--- src/rtl/auth_pkg.sv ---
// auth_pkg: shared state encodings, constants and password table for auth_controller
package auth_pkg;
  typedef enum logic [2:0] {
    ST_ENTER_ID = 3'd0,
    ST_ENTER_PW = 3'd1,
    ST_CHECK    = 3'd2,
    ST_GRANTED  = 3'd3,
    ST_FAIL     = 3'd4,
    ST_LOCKED   = 3'd5
  } auth_state_t;
  localparam logic [3:0] MASTER_DIGIT = 4'hA;
  localparam logic [4:0] PLAYER_NONE = 5'd0;
  function automatic logic [3:0] rom_digit(input logic [3:0] id, input logic [2:0] idx);
    return id + {1'b0, idx} + 4'd1;
  endfunction
endpackage

--- src/rtl/auth_password_rom.sv ---
// auth_password_rom: combinational lookup of the expected password digit for (id, idx)
module auth_password_rom
  import auth_pkg::*;
(
  input  logic [3:0] i_id,
  input  logic [2:0] i_idx,
  output logic [3:0] o_digit
);
  assign o_digit = rom_digit(i_id, i_idx);
endmodule

--- src/rtl/auth_controller.sv ---
// auth_controller: SegmentRunner login FSM with lockout and timeout; AUTH_MASTER_KEY_EN adds a master key
module auth_controller
  import auth_pkg::*;
#(
  parameter int PASS_LEN    = 4,
  parameter int MAX_FAILS   = 3,
  parameter int FAIL_HOLD   = 50_000_000,
  parameter int LOCK_CYCLES = 250_000_000,
  parameter int TIMEOUT     = 500_000_000
) (
  input  logic       Clk,
  input  logic       Rst,
  input  logic [3:0] SwPass,
  input  logic       BtPass,
  input  logic [3:0] GameState,
  output logic       LoggedIn,
  output logic [4:0] PlayerID,
  output logic [2:0] AuthState,
  output logic [2:0] DigitIdx,
  output logic [1:0] FailCount,
  output logic       Locked
);
  localparam int HOLD_MAX = FAIL_HOLD > LOCK_CYCLES ? FAIL_HOLD : LOCK_CYCLES;
  localparam int TW = $clog2((HOLD_MAX > TIMEOUT ? HOLD_MAX : TIMEOUT) + 1);
  auth_state_t r_state, w_state_nxt;
  logic [3:0]    r_id, w_id_nxt, w_rom_digit;
  logic          r_mis, w_mis_nxt, w_ok;
  logic [TW-1:0] r_timer, w_timer_nxt;
  logic [2:0]    r_digit_idx, w_idx_nxt;
  logic [1:0]    r_fail_cnt, w_fail_nxt, w_fail_inc;
  logic          r_locked, w_locked_nxt, r_logged_in, w_logged_nxt;
  logic [4:0]    r_player, w_player_nxt;
  auth_password_rom u_rom (.i_id(r_id), .i_idx(r_digit_idx), .o_digit(w_rom_digit));
  assign w_fail_inc = r_fail_cnt + 2'd1;
`ifdef AUTH_MASTER_KEY_EN
  // Cleared by the first digit that is not the master digit, so it survives only an all-master entry.
  logic r_master;
  always_ff @(posedge Clk)
    r_master <= Rst ? 1'b0
              : (r_state == ST_ENTER_ID && BtPass) ? 1'b1
              : (r_state == ST_ENTER_PW && BtPass && SwPass != MASTER_DIGIT) ? 1'b0
              : r_master;
  assign w_ok = !r_mis || r_master;
`else
  assign w_ok = !r_mis;
`endif
  always_comb begin
    w_state_nxt  = r_state;
    w_id_nxt     = r_id;
    w_mis_nxt    = r_mis;
    w_timer_nxt  = r_timer + 1'b1;
    w_idx_nxt    = r_digit_idx;
    w_fail_nxt   = r_fail_cnt;
    w_locked_nxt = r_locked;
    w_logged_nxt = r_logged_in;
    w_player_nxt = r_player;
    case (r_state)
      ST_ENTER_ID: begin
        w_timer_nxt = '0;
        if (BtPass) begin
          w_id_nxt    = SwPass;
          w_mis_nxt   = 1'b0;
          w_idx_nxt   = '0;
          w_state_nxt = ST_ENTER_PW;
        end
      end
      ST_ENTER_PW: begin
        if (BtPass) begin
          w_mis_nxt   = r_mis | (SwPass != w_rom_digit);
          w_idx_nxt   = r_digit_idx + 3'd1;
          w_timer_nxt = '0;
          w_state_nxt = r_digit_idx == 3'(PASS_LEN - 1) ? ST_CHECK : ST_ENTER_PW;
        end else if (r_timer == TW'(TIMEOUT - 1)) begin
          w_state_nxt = ST_ENTER_ID;
          w_idx_nxt   = '0;
        end
      end
      ST_CHECK: begin
        if (w_ok) begin
          w_state_nxt  = ST_GRANTED;
          w_fail_nxt   = '0;
          w_logged_nxt = 1'b1;
          w_player_nxt = {1'b0, r_id} + 5'd1;
        end else begin
          w_fail_nxt   = w_fail_inc;
          w_locked_nxt = w_fail_inc == 2'(MAX_FAILS);
          w_state_nxt  = w_fail_inc == 2'(MAX_FAILS) ? ST_LOCKED : ST_FAIL;
        end
      end
      ST_GRANTED: begin
        if (BtPass && GameState == 4'd0) begin
          w_state_nxt  = ST_ENTER_ID;
          w_logged_nxt = 1'b0;
          w_player_nxt = PLAYER_NONE;
          w_idx_nxt    = '0;
        end
      end
      ST_FAIL: begin
        if (r_timer == TW'(FAIL_HOLD - 1)) begin
          w_state_nxt = ST_ENTER_ID;
          w_idx_nxt   = '0;
        end
      end
      ST_LOCKED: begin
        if (r_timer == TW'(LOCK_CYCLES - 1)) begin
          w_state_nxt  = ST_ENTER_ID;
          w_idx_nxt    = '0;
          w_fail_nxt   = '0;
          w_locked_nxt = 1'b0;
        end
      end
      default: w_state_nxt = ST_ENTER_ID;
    endcase
    if (w_state_nxt != r_state) w_timer_nxt = '0;
  end
  always_ff @(posedge Clk) begin
    if (Rst) begin
      r_state     <= ST_ENTER_ID;
      r_id        <= '0;
      r_mis       <= 1'b0;
      r_timer     <= '0;
      r_digit_idx <= '0;
      r_fail_cnt  <= '0;
      r_locked    <= 1'b0;
      r_logged_in <= 1'b0;
      r_player    <= PLAYER_NONE;
    end else begin
      r_state     <= w_state_nxt;
      r_id        <= w_id_nxt;
      r_mis       <= w_mis_nxt;
      r_timer     <= w_timer_nxt;
      r_digit_idx <= w_idx_nxt;
      r_fail_cnt  <= w_fail_nxt;
      r_locked    <= w_locked_nxt;
      r_logged_in <= w_logged_nxt;
      r_player    <= w_player_nxt;
    end
  end
  assign AuthState = r_state;
  assign LoggedIn  = r_logged_in;
  assign PlayerID  = r_player;
  assign DigitIdx  = r_digit_idx;
  assign FailCount = r_fail_cnt;
  assign Locked    = r_locked;
endmodule

--- config.mk ---
export PLATFORM = sky130hd
export DESIGN_NAME = auth_controller
export DESIGN_NICKNAME = d
export VERILOG_FILES = /design/src/rtl/auth_pkg.sv /design/src/rtl/auth_password_rom.sv /design/src/rtl/auth_controller.sv
export SDC_FILE = /design/constraint.sdc
export NUM_CORES = 1
export LEC_CHECK = 0
export ABC_AREA = 1
export CAP_MARGIN = 20
export CORE_ASPECT_RATIO = 0.8
export CORE_MARGIN = 10
export CORE_UTILIZATION = 35
export CTS_BUF_LIST = sky130_fd_sc_hd__clkbuf_2 sky130_fd_sc_hd__clkbuf_4 sky130_fd_sc_hd__clkbuf_8
export CTS_CLUSTER_DIAMETER = 100
export DETAILED_ROUTE_END_ITERATION = 16
export DONT_BUFFER_PORTS = 1
export MAX_ROUTING_LAYER = met4
export PLACE_DENSITY_LB_ADDON = 0.3
export SYNTH_ARGS = -nofsm -noshare
export SYNTH_HDL_FRONTEND = slang
export SYNTH_HIERARCHICAL = 1
export SYNTH_SLANG_ARGS = --single-unit
--- constraint.sdc ---
create_clock -name Clk -period 5.1 [get_ports Clk]
set_clock_uncertainty 0.05 [all_clocks]
set_input_delay 1.53 -clock Clk [delete_from_list [all_inputs] [get_ports Clk]]
set_output_delay 1.53 -clock Clk [all_outputs]
set_load 0.1 [all_outputs]
==> results_dict.tcl <==
set metrics [dict create \
    synth_nets 438 \
    vias_per_cell 4.80 \
    cts.sinks 49 \
    antenna_found_initial 0 \
    placed_area_mm2 0.00296 \
    dp_hpwl_um 5060 \
    io_buffer_count 0 \
    wire_per_inst_um 12.0 \
    outcome "completed" \
    drive_above_1_share 0.101 \
    synth_compound_area_frac 0.0741 \
    initial_utilization 0.356 \
    crit_cells 0 \
    maxCapViolCount 0 \
    cts_buffer_depth 2 \
    synth_top_family_by_area "simple AND/OR/NAND/NOR gates" \
    critPathKind "register to output port" \
    r2r-end "r_timer[16]" \
    setup_viol 0 \
    avgSynthCellArea_um2 6.71 \
    drtAntennaViolNets 0 \
    placed_cells 525 \
    synth_mux_area_frac 0 \
    finalWeightedCongestion 0.926 \
    chipHeight_um 100 \
    hold_slack_ns 0.406 \
    ys_types 28 \
    synth_ff_type "dfxtp_1" \
    cts-htree-levels 2 \
    drt-total-wl_um 6420 \
    yosysWarnings 6 \
    crit_start "DigitIdx[1]" \
    max_freq_mhz 336 \
    finalWorstPathRequiredPeriod_ns 2.98 \
    async_flop_share 0 \
    yosysSeqAreaShare 0.350 \
    grt_pass1_vias 2344 \
    synth_top_area_share 0.350 \
    ctsHoldBuffers 0 \
    ys_ff_latch 49 \
    ys_top_cells_by_area "dfxtp_1 35%, nand2_1 12%, nor2_1 9.5%" \
    syn_area_mm2 0.00280 \
    rsz0062_at_grt "false" \
    cts_setup_buffers 0 \
    dr.pass1.iters 5 \
    grt-ovfl-total 0 \
    hold_path.class "register to register" \
    layout.cells.non_filler 533 \
    clkTransAtPathRegs_ns 0.10 \
    rrSetupSlack_ns 2.23 \
    reg2reg_from "AuthState[0]" \
    fillers 857 \
    crit_arrival_ns 1.40 \
    yosysMostFrequentCell "nand2_1" \
    final.setup.worst_slack_ns 2.12 \
    synthToLayoutAreaGrowth_pct 9.64 \
    synth_cells 418 \
    synthSimpleGateAreaFrac 0.361 \
    rows 29 \
    die-area_mm2 0.0120 \
    p_per_area_mw_per_mm2 247 \
    ioPinCount 26 \
    synth_area_leader_cell "dfxtp_1" \
    clockRootBuffer "clkbuf_8" \
    nNetsFinal 444 \
    post-place-ws_ns 1.98 \
    finish.utilization 0.390 \
    leakage_nw 1.12 \
    yosys.area_share.xor_xnor 0.0781 \
    p_total_uw 758 \
    synthAdderAreaFrac 0.0428 \
    cp_max_fo 5 \
    grt_pass1_wl_um 11000 \
    end_kind "output port" \
    grt_usage 0.112 \
    worstRegToRegCells 11 \
    slew_viol_final 0 \
    drt_first_iter_violations 223 \
    hold_viol_final 0 \
    diodes 0 \
    setup_tns_ns 0 \
    worst_pin_slew_ns 1.13 \
    fp.dieW_um 120 \
    multi_input_area_mm2 0.00156 \
    placeableCoreArea_mm2 0.00787 \
    grt_max_degree 20 \
    drcViolationCount 0 \
    cp-endpoint "DigitIdx[1]" \
    regArea_um2 981 \
    relSlewSlack 0.247 \
    period_share 0.584 \
    cp.required_ns 3.52 \
    final_area_mm2 0.00307 \
    post_cts_resized 0 \
    cts_tree "yes" \
    synth_edf_count 0 \
    cp-start-kind "register" \
    numCtsBuffers 5 \
    vias 2558 \
    clk_latency_ns 0.31 \
    vdd_drop_max_uv 110 \
    synth_common_cells "91 x nand2_1, 71 x nor2_1, 49 x dfxtp_1, 49 x inv_1" \
]
where the power goes:
part	internal, mW	switching [mW]	total [mW]
logic	0.0237	0.0478	0.0715
clock network	0.147	0.137	0.284
registers	0.389	0.0135	0.402
sequential cells by signal, summed over array words and instances (netlist names):
register and cells:
r_timer 29, PlayerID 5, r_id 4, AuthState 3, DigitIdx 3, FailCount 2, Locked 1, LoggedIn 1
r_mis 1
final cells by class:
type	instances	share of cell area
sequential	49	0.319
tap	108	0.0440
clock inverter	3	0.0151
multi-input combinational	304	0.508
timing repair buffer	6	0.0212
clock buffer	5	0.0224
inverter	58	0.0708
cells in the final DEF, fill, tap and decap left out, types with 2 or more instances in the layout:
cell / instances
dfxtp_1: 49
nand3_1: 20
nor3_1: 11
xnor2_1: 6
nand2_2: 3
a21oi_1: 16
xor2_1: 19
nand3_2: 2
clkbuf_8: 5
ha_1: 8
buf_4: 5
nor4_1: 4
inv_2: 9
o21ai_0: 20
nor2_2: 13
nand3b_1: 2
inv_1: 49
nand4_1: 11
nor2_1: 71
nand2_1: 91
worst min path at each step:
stage	slack, ns	from	to	cells past startpoint
after floorplan	0.37	r_timer[0]	r_timer[0]	1
after global placement	0.38	r_timer[0]	r_timer[0]	1
after detailed placement	0.39	r_timer[0]	r_timer[0]	1
after CTS	0.41	r_timer[0]	r_timer[0]	1
after global routing	0.43	r_timer[0]	r_timer[0]	1
final	0.41	r_timer[0]	r_timer[0]	1
kinds of logic (layout without fill, tap and decap cells):
| family | count (synthesis) | count (layout) |
|---|---|---|
| and+or+nand+nor | 230 | 230 |
| adders and majority gates | 9 | 9 |
| buffers and inverters | 65 | 72 |
| xor gates and xnor gates | 25 | 25 |
| DFF | 49 | 49 |
| AOI/OAI and AO/OA | 40 | 40 |
layer usage:
| metal | track usage | vias to the layer above | routed length [um] |
|---|---|---|---|
| met4 | 0.0306 | 0 | 73 |
| met5 | - | - | 0 |
| met3 | 0.0258 | 7 | 351 |
| li1 | - | 1334 | - |
| met1 | 0.149 | 1159 | 3250 |
| met2 | 0.166 | 58 | 2740 |
Power figures use the tool's default switching activity.
